==> src/rtl/core_dout_deserializer_if.sv <==
// Bundle of the deserializer's core-side and consumer-side signals.
//   master : environment view (drives requests, nibbles, rd_en, core mask)
//   slave  : deserializer view (drives grants, record, core_num, empty, idle)
// Signals:
//   DUMMY_CORES     [NUM_CORES]      1 = core absent, never granted
//   core_dout_req   [NUM_CORES]      core i holds a record to send
//   core_dout_in    [4*NUM_CORES]    nibble stream, core i on bits [4i+3:4i]
//   core_dout_ready [NUM_CORES]      one-hot, one-cycle grant pulse
//   dout            [4*NIBBLES]      assembled record, nibble 0 in bits [3:0]
//   core_num        [CORE_NUM_MSB+1] core that produced dout
//   empty                            output register holds no record
//   rd_en                            consume the held record
//   idle                             nothing in flight, nothing pending
interface core_dout_deserializer_if #(
  parameter int unsigned NUM_CORES    = 16,
  parameter int unsigned NIBBLES      = 16,
  parameter int unsigned CORE_NUM_MSB = 3
);
  logic [NUM_CORES-1:0]   DUMMY_CORES;
  logic [NUM_CORES-1:0]   core_dout_req;
  logic [4*NUM_CORES-1:0] core_dout_in;
  logic [NUM_CORES-1:0]   core_dout_ready;
  logic [4*NIBBLES-1:0]   dout;
  logic [CORE_NUM_MSB:0]  core_num;
  logic                   empty;
  logic                   rd_en;
  logic                   idle;

  modport master (
    output DUMMY_CORES, core_dout_req, core_dout_in, rd_en,
    input  core_dout_ready, dout, core_num, empty, idle
  );

  modport slave (
    input  DUMMY_CORES, core_dout_req, core_dout_in, rd_en,
    output core_dout_ready, dout, core_num, empty, idle
  );
endinterface

==> src/rtl/core_dout_deserializer.sv <==
// Round-robin collector of 4-bit serialized result streams from NUM_CORES cores.
// A granted core streams NIBBLES nibbles starting two cycles after its grant pulse;
// the rebuilt record is handed out through a one-entry FWFT register tagged with
// the core index.
// Ports:
//   CLK    clock
//   rst_n  asynchronous active-low reset
//   bus    core_dout_deserializer_if.slave (requests/nibbles in, grant and record out)
module core_dout_deserializer #(
  parameter int unsigned NUM_CORES    = 16,
  parameter int unsigned NIBBLES      = 16,
  parameter int unsigned CORE_NUM_MSB = 3
) (
  input logic                      CLK,
  input logic                      rst_n,
  core_dout_deserializer_if.slave  bus
);

  localparam int unsigned DoutW = 4 * NIBBLES;
  localparam int unsigned IdxW  = CORE_NUM_MSB + 1;
  localparam int unsigned CntW  = (NIBBLES > 1) ? $clog2(NIBBLES) : 1;

  localparam logic [2:0] StIdle    = 3'd0;
  localparam logic [2:0] StGrant   = 3'd1;
  localparam logic [2:0] StWait    = 3'd2;
  localparam logic [2:0] StRecv    = 3'd3;
  localparam logic [2:0] StWaitOut = 3'd4;

  logic [2:0]       state_q, state_d;
  logic [IdxW-1:0]  g_q, g_d;
  logic [IdxW-1:0]  last_q, last_d;
  logic [CntW-1:0]  cnt_q, cnt_d;
  logic [DoutW-1:0] shift_q, shift_d;
  logic [DoutW-1:0] dout_q, dout_d;
  logic [IdxW-1:0]  core_num_q, core_num_d;
  logic             empty_q, empty_d;

  logic [NUM_CORES-1:0] eligible;
  logic                 win_found;
  logic [IdxW-1:0]      win_idx;
  logic [3:0]           lane;

  assign eligible = bus.core_dout_req & ~bus.DUMMY_CORES;
  assign lane     = 4'(bus.core_dout_in >> {g_q, 2'b00});

  // Round-robin scan starting just after the last winner, wrapping modulo NUM_CORES.
  always_comb begin
    int unsigned idx;
    idx       = 0;
    win_found = 1'b0;
    win_idx   = '0;
    for (int unsigned off = 1; off <= NUM_CORES; off++) begin
      idx = (32'(last_q) + off) % NUM_CORES;
      if (!win_found && |(eligible & (NUM_CORES'(1) << idx))) begin
        win_found = 1'b1;
        win_idx   = IdxW'(idx);
      end
    end
  end

  always_comb begin
    state_d    = state_q;
    g_d        = g_q;
    last_d     = last_q;
    cnt_d      = cnt_q;
    shift_d    = shift_q;
    dout_d     = dout_q;
    core_num_d = core_num_q;
    empty_d    = empty_q;

    // A consume frees the register; a load in WAIT_OUT below overrides this.
    if (bus.rd_en && !empty_q) empty_d = 1'b1;

    case (state_q)
      StIdle: begin
        if (win_found) begin
          g_d     = win_idx;
          last_d  = win_idx;
          state_d = StGrant;
        end
      end
      StGrant: state_d = StWait;
      // Slot for the core's registered output path.
      StWait: begin
        cnt_d   = '0;
        state_d = StRecv;
      end
      StRecv: begin
        shift_d = (shift_q & ~(DoutW'(4'hF) << {cnt_q, 2'b00}))
                | (DoutW'(lane) << {cnt_q, 2'b00});
        cnt_d   = cnt_q + CntW'(1);
        if (cnt_q == CntW'(NIBBLES - 1)) state_d = StWaitOut;
      end
      StWaitOut: begin
        if (empty_q || bus.rd_en) begin
          dout_d     = shift_q;
          core_num_d = g_q;
          empty_d    = 1'b0;
          state_d    = StIdle;
        end
      end
      default: state_d = StIdle;
    endcase
  end

  always_ff @(posedge CLK or negedge rst_n) begin
    if (!rst_n) begin
      state_q    <= StIdle;
      g_q        <= '0;
      last_q     <= IdxW'(NUM_CORES - 1);
      cnt_q      <= '0;
      shift_q    <= '0;
      dout_q     <= '0;
      core_num_q <= '0;
      empty_q    <= 1'b1;
    end else begin
      state_q    <= state_d;
      g_q        <= g_d;
      last_q     <= last_d;
      cnt_q      <= cnt_d;
      shift_q    <= shift_d;
      dout_q     <= dout_d;
      core_num_q <= core_num_d;
      empty_q    <= empty_d;
    end
  end

  assign bus.core_dout_ready = (state_q == StGrant) ? (NUM_CORES'(1) << g_q) : '0;
  assign bus.dout            = dout_q;
  assign bus.core_num        = core_num_q;
  assign bus.empty           = empty_q;
  assign bus.idle            = (state_q == StIdle) && empty_q && !(|eligible);

endmodule

==> src/flat_wrapper.sv <==
// flat-port wrapper written by rule: the top's interface ports become plain ports
module core_dout_deserializer_flat 
#(
  parameter int unsigned NUM_CORES    = 16,
  parameter int unsigned NIBBLES      = 16,
  parameter int unsigned CORE_NUM_MSB = 3
)
  (CLK, rst_n, bus_DUMMY_CORES, bus_core_dout_req, bus_core_dout_in, bus_rd_en, bus_core_dout_ready, bus_dout, bus_core_num, bus_empty, bus_idle);
  core_dout_deserializer_if #(.NUM_CORES(NUM_CORES), .NIBBLES(NIBBLES), .CORE_NUM_MSB(CORE_NUM_MSB)) bus_i ();
  input logic CLK;
  input logic rst_n;
  input wire logic [$bits(bus_i.DUMMY_CORES)-1:0] bus_DUMMY_CORES;
  input wire logic [$bits(bus_i.core_dout_req)-1:0] bus_core_dout_req;
  input wire logic [$bits(bus_i.core_dout_in)-1:0] bus_core_dout_in;
  input wire logic [$bits(bus_i.rd_en)-1:0] bus_rd_en;
  output wire logic [$bits(bus_i.core_dout_ready)-1:0] bus_core_dout_ready;
  output wire logic [$bits(bus_i.dout)-1:0] bus_dout;
  output wire logic [$bits(bus_i.core_num)-1:0] bus_core_num;
  output wire logic [$bits(bus_i.empty)-1:0] bus_empty;
  output wire logic [$bits(bus_i.idle)-1:0] bus_idle;
  assign bus_i.DUMMY_CORES = bus_DUMMY_CORES;
  assign bus_i.core_dout_req = bus_core_dout_req;
  assign bus_i.core_dout_in = bus_core_dout_in;
  assign bus_i.rd_en = bus_rd_en;
  assign bus_core_dout_ready = bus_i.core_dout_ready;
  assign bus_dout = bus_i.dout;
  assign bus_core_num = bus_i.core_num;
  assign bus_empty = bus_i.empty;
  assign bus_idle = bus_i.idle;
  core_dout_deserializer #(.NUM_CORES(NUM_CORES), .NIBBLES(NIBBLES), .CORE_NUM_MSB(CORE_NUM_MSB)) u_core (.CLK(CLK), .rst_n(rst_n), .bus(bus_i));
endmodule
==> config.mk <==
export PLATFORM = sky130hd
export DESIGN_NAME = core_dout_deserializer_flat
export DESIGN_NICKNAME = d
export VERILOG_FILES = /design/src/rtl/core_dout_deserializer_if.sv /design/src/rtl/core_dout_deserializer.sv /design/src/flat_wrapper.sv
export SDC_FILE = /design/constraint.sdc
export NUM_CORES = 1
export LEC_CHECK = 0
export CORE_MARGIN = 10
export CORE_UTILIZATION = 45
export CTS_CLUSTER_DIAMETER = 150
export DETAILED_ROUTE_END_ITERATION = 10
export GPL_TIMING_DRIVEN = 0
export PLACE_DENSITY = 0.73
export SYNTH_ARGS = -nofsm -noshare
export SYNTH_HDL_FRONTEND = slang
export SYNTH_SLANG_ARGS = --single-unit
==> constraint.sdc <==
create_clock -name CLK -period 4.01 [get_ports CLK]
set_clock_uncertainty 0.1 [all_clocks]
set_input_delay 1.203 -clock CLK [delete_from_list [all_inputs] [get_ports CLK]]
set_output_delay 1.203 -clock CLK [all_outputs]
set_load 0.05 [all_outputs]
==> summary.md <==
| Metric | Value |
|---|---|
| Initial antenna violation count | `0` |
| Die height | `161.7 um` |
| Starting Density | `0.4613` |
| First-pass GRT wire length | `50.16 mm` |
| Port bufs | `184` |
| Final Total Pwr | `12,100 uW` |
| Max-cap violation count | `0` |
| Slew HR | `0.4607` |
| Min setup slack post-route | `-0.3434 ns` |
| Worst endpoint required time | `4.28 ns` |
| Via density | `6.157` |
| Hold Crit Depth | `2` |
| Status | `finished with violations` |
| CTS tree | `yes` |
| Failing checks | `setup timing` |
| Final core occ | `0.6734` |
| Vias in the first global route | `8,972` |
| Synthesized flop and latch total | `148` |
| CP Cell Sequence | `clkdlybuf4s50_1 > nand2b_4 > o2111ai_2 > mux2i_1 > mux2i_2 > or4b_4 > or4_4 > buf_4 > buf_6 > buf_6 > o21ai_0 > nor4_1 > a311oi_2 > a21o_1` |
| Syn nets | `1,041` |
| Path type of the worst setup path | `in2reg` |
| Syn. warnings | `0` |
| DR WL/cell | `22.26 um` |
| Final Net Count | `1,315` |
| Synth unique cells | `77` |
| Count leader, synth | `dfrtp_1` |
| Syn Area/Cell | `9.781 um^2` |
| Setup TNS Final | `-1.952 ns` |
| Arrival time worst endpoint | `4.62 ns` |
| Synth top area cells | `dfrtp_1, mux2_2, mux4_2` |
| R2R cell count | `17` |
| Synth-to-Final Area Change | `45.96%` |
| Share of the synthesized area in the top cell type | `0.3960` |
| Final GP Congestion | `1.006` |
| Total GRT Usage | `0.2375` |
| Hold crit path type | `reg2reg` |
| DP HPWL | `23.63 mm` |
| FFs w/ async S/R, synth | `1.000` |
| Seq/Total Area, Yosys | `0.4105` |
| Ports | `185` |
| Clk root buf | `clkbuf_16` |
| # setup viols final | `8` |
| Endpoints failing hold | `0` |
| Detail Route Antenna Nets | `0` |
| Crit-path most repeated cell | `buf_6` |
| Hold_buf cts | `0` |
| Cell total after placement | `1,374` |
| Mapped Area | `9037 um^2` |
| Post-synth top cells | `dfrtp_1, nand2_1, o21ai_0` |
| EDFF count, synth | `0` |
| Routed WL | `32.85 mm` |
| TritonRoute pass-1 iters | `6` |
| Final Cycle Share | `1.086` |
| DIE AREA | `26,150 um^2` |
| Via count | `9,087` |
| RSZ-0062 raised after global routing | `yes` |
| Syn Inst Count | `924` |
| Overflow after GRT | `0` |
| Yosys top cell by area | `dfrtp_1` |
| Tmin final | `4.353 ns` |
| CTS Sinks | `148` |
| CTS Buf Count | `17` |
| FP Rows | `51` |
| Largest net degree at the start of global routing | `79` |
| DRC | `0` |
| Pin slew with the least headroom to its limit | `0.8090 ns` |
| Worst IR Drop VDD | `0.0007554 V` |
| H-tree depth | `4` |
| Fin. max-slew vios | `0` |
| CP Max Fanout | `5` |
| Worst hold slack | `0.3785 ns` |
| Non-filler cells, final | `1,476` |
| Top FF cell, synth | `dfrtp_1` |
| CP Launch Type | `input pin` |
| Clock Latency Late Sink | `0.42 ns` |
| Proportion of layout cells with a drive suffix above 1 | `0.2684` |
| CP max stage delay | `0.55 ns` |
| Antenna diode count | `0` |
| Leak | `0.005896 uW` |
| Fmax | `229.7 MHz` |
| Die width | `161.7 um` |
| CTS Buffer Depth | `2` |
| Critical-path top delay cell | `or4b_4` |
| Element type at the critical path end | `register` |
| First DRT Iteration DRCs | `995` |
| Clk slew on worst S/H paths | `0.06 ns` |
| Pwr Density | `917.3 nW/um^2` |
| Core area | `19,590 um^2` |
==> cell usage in the layout, fill, tap and decap left out, types with 5 or more instances in the layout <==
cell	netlist	routed
nor2b_1	19	7
clkbuf_1	37	20
a221o_1	5	5
nor4_1	8	5
nand2_1	119	119
mux4_2	20	20
buf_4	1	70
ha_4	0	6
o31ai_1	7	6
dlymetal6s2s_1	0	9
and2_1	8	8
or2_2	6	5
clkdlybuf4s50_1	0	140
a21o_1	12	12
and3b_1	7	6
o21ai_0	75	70
mux2_2	74	73
nor2_1	60	57
ha_1	18	12
nand4_1	11	11
clkbuf_16	0	18
a31oi_1	6	6
nor2b_4	0	10
a22o_1	20	20
inv_1	18	14
dfstp_2	5	5
inv_6	0	5
a21oi_1	29	26
o22ai_1	6	5
nand3b_1	37	37
dlygate4sd2_1	0	30
mux2i_1	15	12
nand3_1	24	20
dfrtp_1	143	143
buf_6	1	13
nor3_1	23	20
a211o_1	5	5
==> metal layers <==
metal  GRT usage  share of wire  vias up
met5           0              0        -
met4     0.07320          0.031        0
met3     0.05688          0.095      107
met2      0.3912           0.48      533
met1      0.3029           0.40     4453
li1            -              -     3994
==> worst paths after layout <==
check / from / to / slack, ns
worst min register to register: u_core.shift_q[52]$_DFFE_PN0P_ / u_core.shift_q[52]$_DFFE_PN0P_ / 0.38
worst min-delay path: u_core.shift_q[52]$_DFFE_PN0P_ / u_core.shift_q[52]$_DFFE_PN0P_ / 0.38
min in group asynchronous: rst_n / u_core.bus.dout[22]$_DFFE_PN0P_ / 0.69
worst max register to register: u_core.last_q[1]$_DFFE_PN1P_ / u_core.last_q[0]$_DFFE_PN1P_ / -0.30
worst max-delay path: bus_DUMMY_CORES[5] / u_core.last_q[0]$_DFFE_PN1P_ / -0.34
max in group asynchronous: rst_n / u_core.bus.dout[29]$_DFFE_PN0P_ / 2.32
==> state kept, by name, summed over array words and instances (netlist names) <==
name / flops
u_core.bus.dout: 64
u_core.shift_q: 64
u_core.bus.core_num: 4
u_core.cnt_q: 4
u_core.g_q: 4
u_core.last_q: 4
u_core.state_q: 3
u_core.bus.empty: 1
==> report_power, final <==
group	total (uW)	leakage, uW	internal, uW	switching, uW
clock network	1610	0.000294	892	715
registers	2220	0.00191	1920	301
logic	8280	0.00369	3430	4850
==> kinds of logic (layout without fill, tap and decap cells) <==
logic type,count (synthesis),after routing,synth area share
muxes,109,109,0.1587
adders and majority gates,18,18,0.02492
AOI/OAI and AO/OA,225,225,0.1690
DFF,148,148,0.4105
xor gates and xnor gates,12,12,0.01371
and+or+nand+nor,345,345,0.1937
buffers and inverters,67,354,0.02949
==> final cells by class <==
| class | count | area [um^2] |
|---|---|---|
| Buffer | 42 | 272.8 |
| Clock buffer | 17 | 425.4 |
| Clock inverter | 15 | 182.7 |
| Fill cell | 1563 | 6399 |
| Inverter | 19 | 78.83 |
| Multi-Input combinational cell | 709 | 5700 |
| Sequential cell | 148 | 3710 |
| Tap cell | 265 | 331.6 |
| Timing Repair Buffer | 261 | 2490 |
==> stage by stage <==
stage,area (um^2),setup slack (ns)
2_1_floorplan,9052,-0.3451
3_3_place_gp,11230,-4.094
3_5_place_dp,11250,-1.417
4_1_cts,12490,-0.3608
5_1_grt,13190,-0.4416
6_report,13190,-0.3434
==> repair_timing <==
item / 4_1_cts / 5_1_grt
gates resized for setup: 144 / 96
pin swaps: 28 / 36
endpoints found under the setup margin: 19 / 19
gates cloned: 0 / 1
setup buffers: 37 / 38
==> critical path: cells and delay by family <==
family / cells / cell delay (ns)
AND/OR/NAND/NOR: 4 / 1.26
buffers and inverters: 4 / 0.89
AO/OA/AOI/OAI: 4 / 0.84
multiplexers: 2 / 0.43
No activity file was read; power rests on OpenSTA's default activity.
